## config.mk

```make
export PLATFORM = sky130hd
export DESIGN_NAME = taylor_out_collector_flat
export DESIGN_NICKNAME = d
export VERILOG_FILES = /design/src/rtl/taylor_io_pkg.sv /design/src/rtl/taylor_out_collector_if.sv /design/src/rtl/taylor_sync_fifo.sv /design/src/rtl/taylor_out_collector.sv /design/src/flat_wrapper.sv
export SDC_FILE = /design/constraint.sdc
export NUM_CORES = 1
export LEC_CHECK = 0
export BUFFER_PORTS_ARGS = -buffer_cell sky130_fd_sc_hd__buf_4
export CELL_PAD_IN_SITES_DETAIL_PLACEMENT = 0
export CELL_PAD_IN_SITES_GLOBAL_PLACEMENT = 1
export CORE_UTILIZATION = 30
export DETAILED_ROUTE_END_ITERATION = 6
export PLACE_DENSITY = 0.5
export SYNTH_ARGS = -nofsm -noshare
export SYNTH_HDL_FRONTEND = slang
export SYNTH_SLANG_ARGS = --single-unit
```

## constraint.sdc

```tcl
create_clock -name clk -period 6.3 [get_ports clk]
set_input_delay 1.26 -clock clk [delete_from_list [all_inputs] [get_ports clk]]
set_output_delay 1.26 -clock clk [all_outputs]
set_load 0.01 [all_outputs]
```

## src/rtl/taylor_io_pkg.sv

```systemverilog
// Shared types for the rede_taylor output collector.
// With TAYLOR_OUT_TSTAMP_EN defined, each buffered entry also carries a 16-bit capture timestamp.
package taylor_io_pkg;

  localparam int NCH = 4;
  localparam int DW  = 28;
  localparam int CHW = $clog2(NCH);

  typedef logic signed [DW-1:0] sample_t;
  typedef logic [CHW-1:0]       chan_t;

  typedef struct packed {
`ifdef TAYLOR_OUT_TSTAMP_EN
    logic [15:0] tstamp;
`endif
    sample_t     data;
  } entry_t;

  // Index of the lowest set strobe bit; callers only use it when some bit is set.
  function automatic chan_t lowest_set(input logic [NCH-1:0] v);
    lowest_set = '0;
    for (int i = NCH - 1; i >= 0; i--) begin
      if (v[i]) lowest_set = chan_t'(i);
    end
  endfunction

endpackage

```

## src/rtl/taylor_out_collector_if.sv

```systemverilog
// Tagged valid/ready result stream from the collector to its consumer.
// With TAYLOR_OUT_TSTAMP_EN defined, the stream also carries m_tstamp aligned with m_data.
interface taylor_out_collector_if;
  import taylor_io_pkg::*;

  sample_t     m_data;
  chan_t       m_chan;
  logic        m_valid;
  logic        m_ready;
`ifdef TAYLOR_OUT_TSTAMP_EN
  logic [15:0] m_tstamp;

  modport master (output m_data, m_chan, m_valid, m_tstamp, input m_ready);
  modport slave  (input m_data, m_chan, m_valid, m_tstamp, output m_ready);
`else
  modport master (output m_data, m_chan, m_valid, input m_ready);
  modport slave  (input m_data, m_chan, m_valid, output m_ready);
`endif

endinterface

```

## src/rtl/taylor_sync_fifo.sv

```systemverilog
// Single-clock FIFO with synchronous active-high reset and first-word-fall-through read.
// A push into a full FIFO is accepted only when the same cycle also pops.
module taylor_sync_fifo #(
  parameter int W     = 8,
  parameter int DEPTH = 8
) (
  input  logic                   clk,
  input  logic                   rst,
  input  logic                   push,
  input  logic [W-1:0]           din,
  input  logic                   pop,
  output logic [W-1:0]           dout,
  output logic                   full,
  output logic                   empty,
  output logic [$clog2(DEPTH):0] count
);

  localparam int AW = $clog2(DEPTH);

  logic [W-1:0]  mem [DEPTH];
  logic [AW-1:0] wr_ptr;
  logic [AW-1:0] rd_ptr;
  logic          do_push;
  logic          do_pop;

  assign empty   = (count == '0);
  assign full    = (count == (AW + 1)'(DEPTH));
  assign do_pop  = pop && !empty;
  assign do_push = push && (!full || do_pop);
  assign dout    = mem[rd_ptr];

  // NOTE: state registers use non-blocking assignments so every flop samples pre-edge values.
  always_ff @(posedge clk) begin
    if (rst) begin
      wr_ptr <= '0;
      rd_ptr <= '0;
      count  <= '0;
    end else begin
      if (do_push) wr_ptr <= wr_ptr + 1'b1;
      if (do_pop)  rd_ptr <= rd_ptr + 1'b1;
      case ({do_push, do_pop})
        2'b10:   count <= count + 1'b1;
        2'b01:   count <= count - 1'b1;
        default: ;
      endcase
    end
  end

  // NOTE: storage is deliberately not reset; pointers and count alone define which words are valid.
  always_ff @(posedge clk) begin
    if (do_push) mem[wr_ptr] <= din;
  end

endmodule

```

## src/rtl/taylor_out_collector.sv

```systemverilog
// Buffers rede_taylor port writes in per-port FIFOs and re-emits them as one round-robin tagged stream.
// Optional TAYLOR_OUT_TSTAMP_EN: free-running 16-bit capture timestamp travels with each sample.
module taylor_out_collector
  import taylor_io_pkg::*;
#(
  parameter int DEPTH = 8
) (
  input  logic                   clk,
  input  logic                   rst,
  input  sample_t                io_out,
  input  logic [NCH-1:0]         out_en,
  input  logic                   ovf_clr,
  output logic [NCH-1:0]         ovf,
  output logic                   err_multi,
  taylor_out_collector_if.master m
);

  localparam int CW = $clog2(DEPTH) + 1;

  entry_t         in_entry;
  entry_t         fifo_dout  [NCH];
  logic [CW-1:0]  fifo_count [NCH];
  logic [NCH-1:0] push;
  logic [NCH-1:0] pop;
  logic [NCH-1:0] full;
  logic [NCH-1:0] empty;
  logic [NCH-1:0] ovf_new;
  logic           multi;
  logic           load;
  logic           grant_vld;
  chan_t          grant;
  chan_t          cand;
  chan_t          ptr_q;

`ifdef TAYLOR_OUT_TSTAMP_EN
  logic [15:0] tstamp_q;

  always_ff @(posedge clk) begin
    if (rst) tstamp_q <= '0;
    else     tstamp_q <= tstamp_q + 1'b1;
  end
`endif

  // Multi-hot strobes keep only the lowest port.
  // NOTE: every combinational output gets a default first, so no path can infer a latch.
  always_comb begin
    push = '0;
    if (out_en != '0) push[lowest_set(out_en)] = 1'b1;
  end

  assign multi = (out_en & (out_en - 1'b1)) != '0;

  always_comb begin
    in_entry      = '0;
    in_entry.data = io_out;
`ifdef TAYLOR_OUT_TSTAMP_EN
    in_entry.tstamp = tstamp_q;
`endif
  end

  for (genvar k = 0; k < NCH; k++) begin : g_ch
    taylor_sync_fifo #(
      .W     ($bits(entry_t)),
      .DEPTH (DEPTH)
    ) u_fifo (
      .clk   (clk),
      .rst   (rst),
      .push  (push[k]),
      .din   (in_entry),
      .pop   (pop[k]),
      .dout  (fifo_dout[k]),
      .full  (full[k]),
      .empty (empty[k]),
      .count (fifo_count[k])
    );

    a_count_bound : assert property (@(posedge clk) disable iff (rst)
      fifo_count[k] <= CW'(DEPTH));
  end

  // Round-robin search starts one past the last served channel.
  assign load = !m.m_valid || m.m_ready;

  always_comb begin
    grant     = ptr_q;
    grant_vld = 1'b0;
    cand      = '0;
    for (int i = 1; i <= NCH; i++) begin
      cand = chan_t'((int'(ptr_q) + i) % NCH);
      if (!grant_vld && !empty[cand]) begin
        grant     = cand;
        grant_vld = 1'b1;
      end
    end
  end

  always_comb begin
    pop = '0;
    if (load && grant_vld) pop[grant] = 1'b1;
  end

  // A push into a full FIFO is lost unless that FIFO is popped in the same cycle.
  assign ovf_new = push & full & ~pop;

  always_ff @(posedge clk) begin
    if (rst) begin
      m.m_valid <= 1'b0;
      m.m_data  <= '0;
      m.m_chan  <= '0;
`ifdef TAYLOR_OUT_TSTAMP_EN
      m.m_tstamp <= '0;
`endif
      ptr_q     <= '0;
      ovf       <= '0;
      err_multi <= 1'b0;
    end else begin
      if (load) begin
        m.m_valid <= grant_vld;
        if (grant_vld) begin
          m.m_data <= fifo_dout[grant].data;
          m.m_chan <= grant;
`ifdef TAYLOR_OUT_TSTAMP_EN
          m.m_tstamp <= fifo_dout[grant].tstamp;
`endif
          ptr_q    <= grant;
        end
      end
      // A new error in the clear cycle survives the clear.
      ovf       <= (ovf_clr ? '0 : ovf) | ovf_new;
      err_multi <= (ovf_clr ? 1'b0 : err_multi) | multi;
    end
  end

endmodule

```

## src/flat_wrapper.sv

```systemverilog
// flat-port wrapper written by rule: the top's interface ports become plain ports
module taylor_out_collector_flat import taylor_io_pkg::*;
#(
  parameter int DEPTH = 8
)
  (clk, rst, io_out, out_en, ovf_clr, ovf, err_multi, m_m_data, m_m_chan, m_m_valid, m_m_ready);
  taylor_out_collector_if m_i ();
  input  logic clk;
  input  logic rst;
  input  sample_t io_out;
  input  logic [NCH-1:0] out_en;
  input  logic ovf_clr;
  output logic [NCH-1:0] ovf;
  output logic err_multi;
  output wire logic [$bits(m_i.m_data)-1:0] m_m_data;
  output wire logic [$bits(m_i.m_chan)-1:0] m_m_chan;
  output wire logic [$bits(m_i.m_valid)-1:0] m_m_valid;
  input wire logic [$bits(m_i.m_ready)-1:0] m_m_ready;
  assign m_m_data = m_i.m_data;
  assign m_m_chan = m_i.m_chan;
  assign m_m_valid = m_i.m_valid;
  assign m_i.m_ready = m_m_ready;
  taylor_out_collector #(.DEPTH(DEPTH)) u_core (.clk(clk), .rst(rst), .io_out(io_out), .out_en(out_en), .ovf_clr(ovf_clr), .ovf(ovf), .err_multi(err_multi), .m(m_i));
endmodule
```

==> qor.csv, run 1 <==
metric,value,unit
register bit count reported by yosys,984,
sequential fraction of the synthesis area,0.749,
clock root buffer,clkbuf_16,
mux cell area share after synthesis,0.159,
met2 WL,46.1,mm
Multi-input gate area,9340,sq um
clk sinks,984,
top_reg_cell synth,edfxtp_1,
clock buffer depth,3,
r2r startpoint,u_core.g_ch[3].u_fifo.count[0]$_SDFFE_PP0P_,
crit start category,register,
RePlAce Congestion,0.741,
Die W,359,um
io pins,72,
layout cell share with drive strength beyond 1,0.270,
n_diodes,0,
hold_sp,u_core.err_multi$_SDFF_PP0_,
dpl hpwl,56.2,mm
Finish-stage setup viols,0,
final net count,2087,
TritonCTS clock tree,built,
Worst-Margin Slew,1120,ps
Post-synth EDFFs,896,
"antenna viol nets, final",0,
critical setup path kind,reg2reg,
syn_nets,1971,
via count,18400,
die area,129000,sq um
top-area cell type share of the netlist area,0.703,
DR top layer,met5,
met3 wire len,3.89,mm
Worst EP required,6590,ps
Compound-Gate Fraction of Synth Area,0.0321,
max-cap violation count,0,
Post-Synth XOR/XNOR Area,0.00412,
largest net degree at the start of global routing,68,
Setup crit end kind,register,
crit path time final,4520,ps
Tot GR Track Use,0.145,
Area growth syn-to-layout,16.1,%
# DRC,0,
VDD IR-drop max,453,uV
largest family of logic cells by synthesized area,multiplexers,
worst hold-check path type,reg2reg,
Final Skew,28.4,ps
Core Box Area,126000,sq um
grt total ovfl,0,
sequential cell area,28700,sq um
Final Hold Fails,0,
H-Tree Level Count,3,
"Clk pin slew, worst setup/hold paths",60,ps
syn_area_per_cell,20.0,sq um
ys async rst share,0,
setup TNS,0,ps
Cell variety after synth,63,
Die H,359,um
FMAX,0.221,GHz
largest cells by area after synthesis,"edfxtp_1, mux4_2, dfxtp_1",
power density over the cells,421,nW/um^2
DRT iter0 DRCs,1246,
port bufs,71,
fraction of the mapped netlist area in simple logic gates,0.0360,
status,"finished, final reports clean",
overall power,18.7,mW
row cnt,130,
Num CTS Buffers,104,
Final Max Slew Viols,0,
"Max FO, Critical Path",32,
final WL,93.8,mm
unrepaired setup endpoints after global routing,no,
Slew headroom,0.253,
area of the mapped netlist,38300,sq um
first-pass GRT wire length,137,mm
number of global-route vias before repair,19400,
M1 WL,41.9,mm
DRT Pass-1 Iters,5,
synthesized-area fraction occupied by adder cells,0.00693,
PostCTS Resize Cnt,0,
worst skew pair latency,680,ps
mean number of vias per cell,4.89,
Worst Path Arrival,4810,ps
initial core utilization,0.304,
final period utilization,0.717,
Yosys warning count,0,
Hold Buf Count CTS,0,
fillers,11700,
cell taking the most area after synthesis,edfxtp_1,
WL/cell,24.9,um
# Post-CTS Setup Buffers,0,
Mapped Cells,1915,
initial antenna violation count,4,
crit path from,u_core.g_ch[3].u_fifo.count[0]$_SDFFE_PP0P_,
leakage,13.7,nW
## path summary, 6_finish.rpt
kind | end | slack, ps | cells after the start
worst min register to register | u_core.err_multi$_SDFF_PP0_ | 480 | 2
worst max register to register | u_core.g_ch[0].u_fifo.mem[3][23]$_DFFE_PP_ | 1780 | 7
worst max-delay path | u_core.g_ch[0].u_fifo.mem[3][23]$_DFFE_PP_ | 1780 | 7
worst min-delay path | u_core.err_multi$_SDFF_PP0_ | 480 | 2
## report_power, final
group	switching, mW	internal (mW)	total [mW]
logic	2.97	1.77	4.75
registers	0.364	7.42	7.79
clock network	2.53	3.65	6.18
## cell type report
cell class / count / share of cell area
clock buffers: 122 / 0.0622
inverters: 12 / 0.00101
flip-flops and latches: 984 / 0.646
repair buffers: 113 / 0.0191
multi-input cells: 816 / 0.210
clock inverters: 73 / 0.0156
well taps: 1650 / 0.0464
## cell usage in the layout, fill, tap and decap left out, types with 17 or more instances in the layout
master	synthesis	routed
a211o_1	28	28
a211oi_1	31	31
a21oi_1	17	17
a311oi_1	28	28
buf_4	1	113
clkbuf_16	0	106
clkinv_1	0	25
clkinv_2	0	27
dfxtp_1	88	76
edfxtp_1	896	896
ha_1	18	18
mux2i_1	91	91
mux4_2	224	224
nand2_1	18	18
nor2_1	140	131
nor2b_1	38	38
o21ai_0	38	38
## synth_stat cells, types with 8 or more instances
library cell and instances:
a211o_1 28, a211oi_1 31, a21oi_1 17, a311oi_1 28, buf_2 31, clkbuf_1 67, dfxtp_1 88, edfxtp_1 896
ha_1 18, inv_1 9, mux2_2 9, mux2i_1 91, mux4_2 224, nand2_1 18, nand2b_1 16, nand3_1 9
nor2_1 140, nor2b_1 38, nor3_1 19, nor4_1 8, o21ai_0 38, xor2_1 14
## worst max-delay path, stage by stage, from the launching register on
cell	delay, ps
dfxtp_1	360
nor4_1	580
a2bb2oi_1	390
o211a_2	600
buf_4	480
a31oi_1	260
nand3b_1	460
nor2_4	920
## sequential cells by signal (all words and copies together) (netlist names), named ones only
register                   flops
u_core.err_multi               1
u_core.g_ch.u_fifo.count      16
u_core.g_ch.u_fifo.mem       896
u_core.g_ch.u_fifo.rd_ptr     12
u_core.g_ch.u_fifo.wr_ptr     12
u_core.m.m_chan                2
u_core.m.m_data               28
u_core.m.m_valid               1
u_core.ovf                     4
## per-layer routing
layer / vias up / GRT usage
li1: 8102 / -
met1: 9831 / 0.199
met2: 378 / 0.240
met3: 115 / 0.0217
met4: 4 / 0.0411
met5: - / 0
## kinds of logic (layout without fill, tap and decap cells)
| kind of cell | count (synthesis) | in the layout |
|---|---|---|
| AOI/OAI and AO/OA | 169 | 169 |
| adders and majority gates | 20 | 20 |
| and+or+nand+nor | 281 | 281 |
| buffers and inverters | 115 | 320 |
| muxes | 328 | 328 |
| xor gates and xnor gates | 18 | 18 |
| DFF | 984 | 984 |
## metrics by stage
step	std cells	setup WS (ps)	hold WS (ps)	cell area, sq um	util
after floorplan	1915	791	454	38300	-
after global placement	3575	1870	456	41000	0.325
after detailed placement	3575	1740	472	41000	0.325
after CTS	3770	1710	481	44400	0.353
after global routing	3770	1490	499	44400	0.353
final	3770	1780	475	44400	0.353
Note: power is estimated with default switching activity, not from simulation.
==> run 2, diff against run 1 <==
- ABC_AREA: not set -> 1
- PLACE_DENSITY: 0.5 -> 0.54
- clock period: 6.3 -> 3.62 ns (I/O delays scaled with it)
==> run 2 against run 1 <==
Compared with the run above: synthesized cell count grew 56%; combinational power grew to 2.6 times the previous value; sequential share of layout area decreased by 2.1 points; clock power is 72% higher; critical path depth grew 13; power up 94%; non-clock buffer count grew 57; wire length is 23% higher; clock skew decreased by 7.3 ps; register-to-register slack lost 1300 ps; via count rose by 34%.
==> qor.csv, run 2 <==
metric,value,unit
status,"finished, final reports clean",
Die W,364,um
"commonest non-fill, non-tap cell in the layout",edfxtp_1,
DRT iter0 DRCs,2098,
ys async rst share,0,
io pins,72,
fillers,12700,
Core Box Area,130000,sq um
die area,133000,sq um
VDD IR-drop max,845,uV
via count,24800,
initial core utilization,0.303,
Num CTS Buffers,107,
final net count,3117,
WL/cell,23.7,um
Yosys warning count,0,
number of buffers and inverters on the critical path,2,
sequential fraction of the synthesis area,0.729,
Post-Place Cells,4694,
Final Hold Fails,0,
top-count cell post-synth,edfxtp_1,
syn_nets,3039,
critical path's slowest cell,dfxtp_1,
Multi-input gate area,9580,sq um
most frequent cells in the layout,"edfxtp_1, nand2_1, a21oi_1, nand3_1, a221o_1",
overall power,36.2,mW
cells along the critical path,inv_1 > nand2_2 > nand2_4 > inv_2 > nand3_1 > nand2_2 > nand3_1 > nand2_1 > nand2_4 > nor2_8 > nand2_4 > nand2_4 > nand2_2 > ha_1 > xnor2_1 > nand3b_1 > a21oi_1 > o21ai_0 > o21ai_0 > a21oi_1,
syn_area_per_cell,13.2,sq um
Worst-Margin Slew,881,ps
clock buffer depth,3,
cell taking the most area after synthesis,edfxtp_1,
FMAX,0.315,GHz
setup slack on the worst flop-to-flop path,450,ps
clock root buffer,clkbuf_16,
area of the mapped netlist,39300,sq um
"Clk pin slew, worst setup/hold paths",60,ps
sequential cell area,28700,sq um
RePlAce Congestion,0.770,
final WL,116,mm
Setup crit end kind,register,
DRT Pass-1 Iters,5,
r2r startpoint,u_core.m.m_chan[1]$_SDFFE_PP0N_,
crit path time final,3170,ps
leakage,16.2,nW
power density over the cells,788,nW/um^2
row cnt,132,
Non-Filler Instances,4890,
max-cap violation count,0,
first-pass GRT wire length,169,mm
# DRC,0,
Slew headroom,0.413,
r2r endpoint,u_core.g_ch[1].u_fifo.count[3]$_SDFFE_PP0P_,
max incr delay on CP,460,ps
hold_sp,out_en[0],
largest net degree at the start of global routing,113,
hold path cells,3,
mean number of vias per cell,5.06,
"antenna viol nets, final",0,
Area growth syn-to-layout,16.9,%
TritonCTS clock tree,built,
Worst EP required,4200,ps
Worst Path Arrival,3760,ps
worst skew pair latency,700,ps
Tot GR Track Use,0.174,
Post-synth EDFFs,896,
DP Worst Slack,277,ps
largest cells by area after synthesis,"edfxtp_1, a21oi_1, a221o_1",
"Max FO, Critical Path",9,
H-Tree Level Count,3,
crit start category,register,
Commonest cells post-synth,"edfxtp_1, nand2_1, a21oi_1",
grt total ovfl,0,
Reg2Reg Depth,20,
Top reg by flops,u_core.g_ch.u_fifo.mem,
dpl hpwl,67.5,mm
max FFs per register,896,
top_reg_cell synth,edfxtp_1,
number of global-route vias before repair,24200,
Cell variety after synth,41,
# Post-CTS Setup Buffers,0,
Final Skew,21.0,ps
final period utilization,0.877,
Top Registers,"u_core.g_ch.u_fifo.mem x896, u_core.m.m_data x28, u_core.g_ch.u_fifo.count x16",
top-area cell type share of the netlist area,0.684,
clk sinks,984,
worst setup margin,447,ps
Die H,364,um
Mapped Cells,2983,
worst hold-check path type,in2reg,
critical setup path kind,reg2reg,
crit-path leading delay family,simple AND/OR/NAND/NOR gates,
register bit count reported by yosys,984,
unrepaired setup endpoints after global routing,no,
initial antenna violation count,4,
Finish-stage setup viols,0,
port bufs,71,
hold path endpoint,u_core.ovf[0]$_SDFF_PP0_,
CP Depth,20,
setup TNS,0,ps
Final Max Slew Viols,0,
layout cell share with drive strength beyond 1,0.134,
CP dominant cell by count,nand2_4,
==> run 2: cell count changes in the layout (fill, tap and decap cells not counted), sizes merged, moves of 28 or more <==
| cell | previous run | this run |
|---|---|---|
| mux4 | 224 | 0 |
| buf | 113 | 170 |
| a21oi | 20 | 482 |
| nand2 | 20 | 548 |
| a311oi | 28 | 0 |
| a221o | 0 | 224 |
| nor2b | 40 | 0 |
| nor2 | 141 | 70 |
| nand3 | 10 | 246 |
| inv | 14 | 111 |
| mux2i | 91 | 0 |
| a211o | 28 | 0 |
| a211oi | 31 | 1 |
==> run 2: timing repair <==
action	CTS	global route
setup endpoints to repair	0	2
hold buffers	0	0
gates resized for setup	0	1
==> run 2: per-layer routing <==
| layer | part of all wire | wire [um] | up-vias | global-route usage |
|---|---|---|---|---|
| met4 | 0.020 | 2340 | 0 | 0.0485 |
| met5 | 0 | 0 | - | 0 |
| met1 | 0.47 | 54700 | 12600 | 0.249 |
| met3 | 0.045 | 5230 | 127 | 0.0240 |
| li1 | - | - | 11400 | - |
| met2 | 0.46 | 53400 | 581 | 0.274 |
==> run 2: cell type report <==
cell class | instances | share of cell area
antenna | 1 | 0.0000544
clock buffer | 136 | 0.0626
clock inverter | 59 | 0.0108
inverter | 116 | 0.00999
multi-input combinational | 1682 | 0.208
sequential | 984 | 0.624
tap | 1742 | 0.0474
timing repair buffer | 170 | 0.0365
==> run 2: worst max path at each step <==
stage / from / to / slack, ps
3_5_place_dp: u_core.m.m_chan[0]$_SDFFE_PP0N_ / u_core.g_ch[1].u_fifo.count[3]$_SDFFE_PP0P_ / 280
4_1_cts: u_core.m.m_chan[0]$_SDFFE_PP0N_ / u_core.g_ch[1].u_fifo.count[3]$_SDFFE_PP0P_ / 280
2_1_floorplan: u_core.m.m_chan[0]$_SDFFE_PP0N_ / u_core.g_ch[1].u_fifo.mem[3][0]$_DFFE_PP_ / -460
5_1_grt: u_core.g_ch[0].u_fifo.count[0]$_SDFFE_PP0P_ / u_core.g_ch[1].u_fifo.count[3]$_SDFFE_PP0P_ / 40
6_report: u_core.m.m_chan[1]$_SDFFE_PP0N_ / u_core.g_ch[1].u_fifo.count[3]$_SDFFE_PP0P_ / 450
3_3_place_gp: u_core.m.m_chan[0]$_SDFFE_PP0N_ / u_core.g_ch[1].u_fifo.count[3]$_SDFFE_PP0P_ / 280
==> run 2: power by group <==
| part | switching (mW) | internal [mW] | total, mW |
|---|---|---|---|
| combinational | 8.70 | 3.58 | 12.3 |
| sequential | 0.422 | 12.9 | 13.3 |
| clock | 4.48 | 6.16 | 10.6 |
| total | 13.6 | 22.6 | 36.2 |
==> run 2: through the flow <==
step / utilization / instance area [sq um] / hold slack [ps]
final: 0.354 / 46000 / 394
after detailed placement: 0.328 / 42600 / 459
after floorplan: - / 39400 / 433
after global placement: 0.328 / 42600 / 458
after CTS: 0.354 / 46000 / 325
after global routing: 0.354 / 46000 / 365
==> run 2: logic make-up after synthesis <==
| family | share of synthesized area |
|---|---|
| flip-flops | 0.729 |
| AND/OR/NAND/NOR | 0.100 |
| AO/OA/AOI/OAI | 0.128 |
| buffers and inverters | 0.0338 |
| adder cells (fa/ha/maj) | 0.00674 |
| XOR/XNOR | 0.00223 |
==> run 2: tightest hold or removal path, delay by kind of cell <==
kind | cells | cell delay (ps)
AO/OA/AOI/OAI | 1 | 60
buffers and inverters | 1 | 150
AND/OR/NAND/NOR | 1 | 110
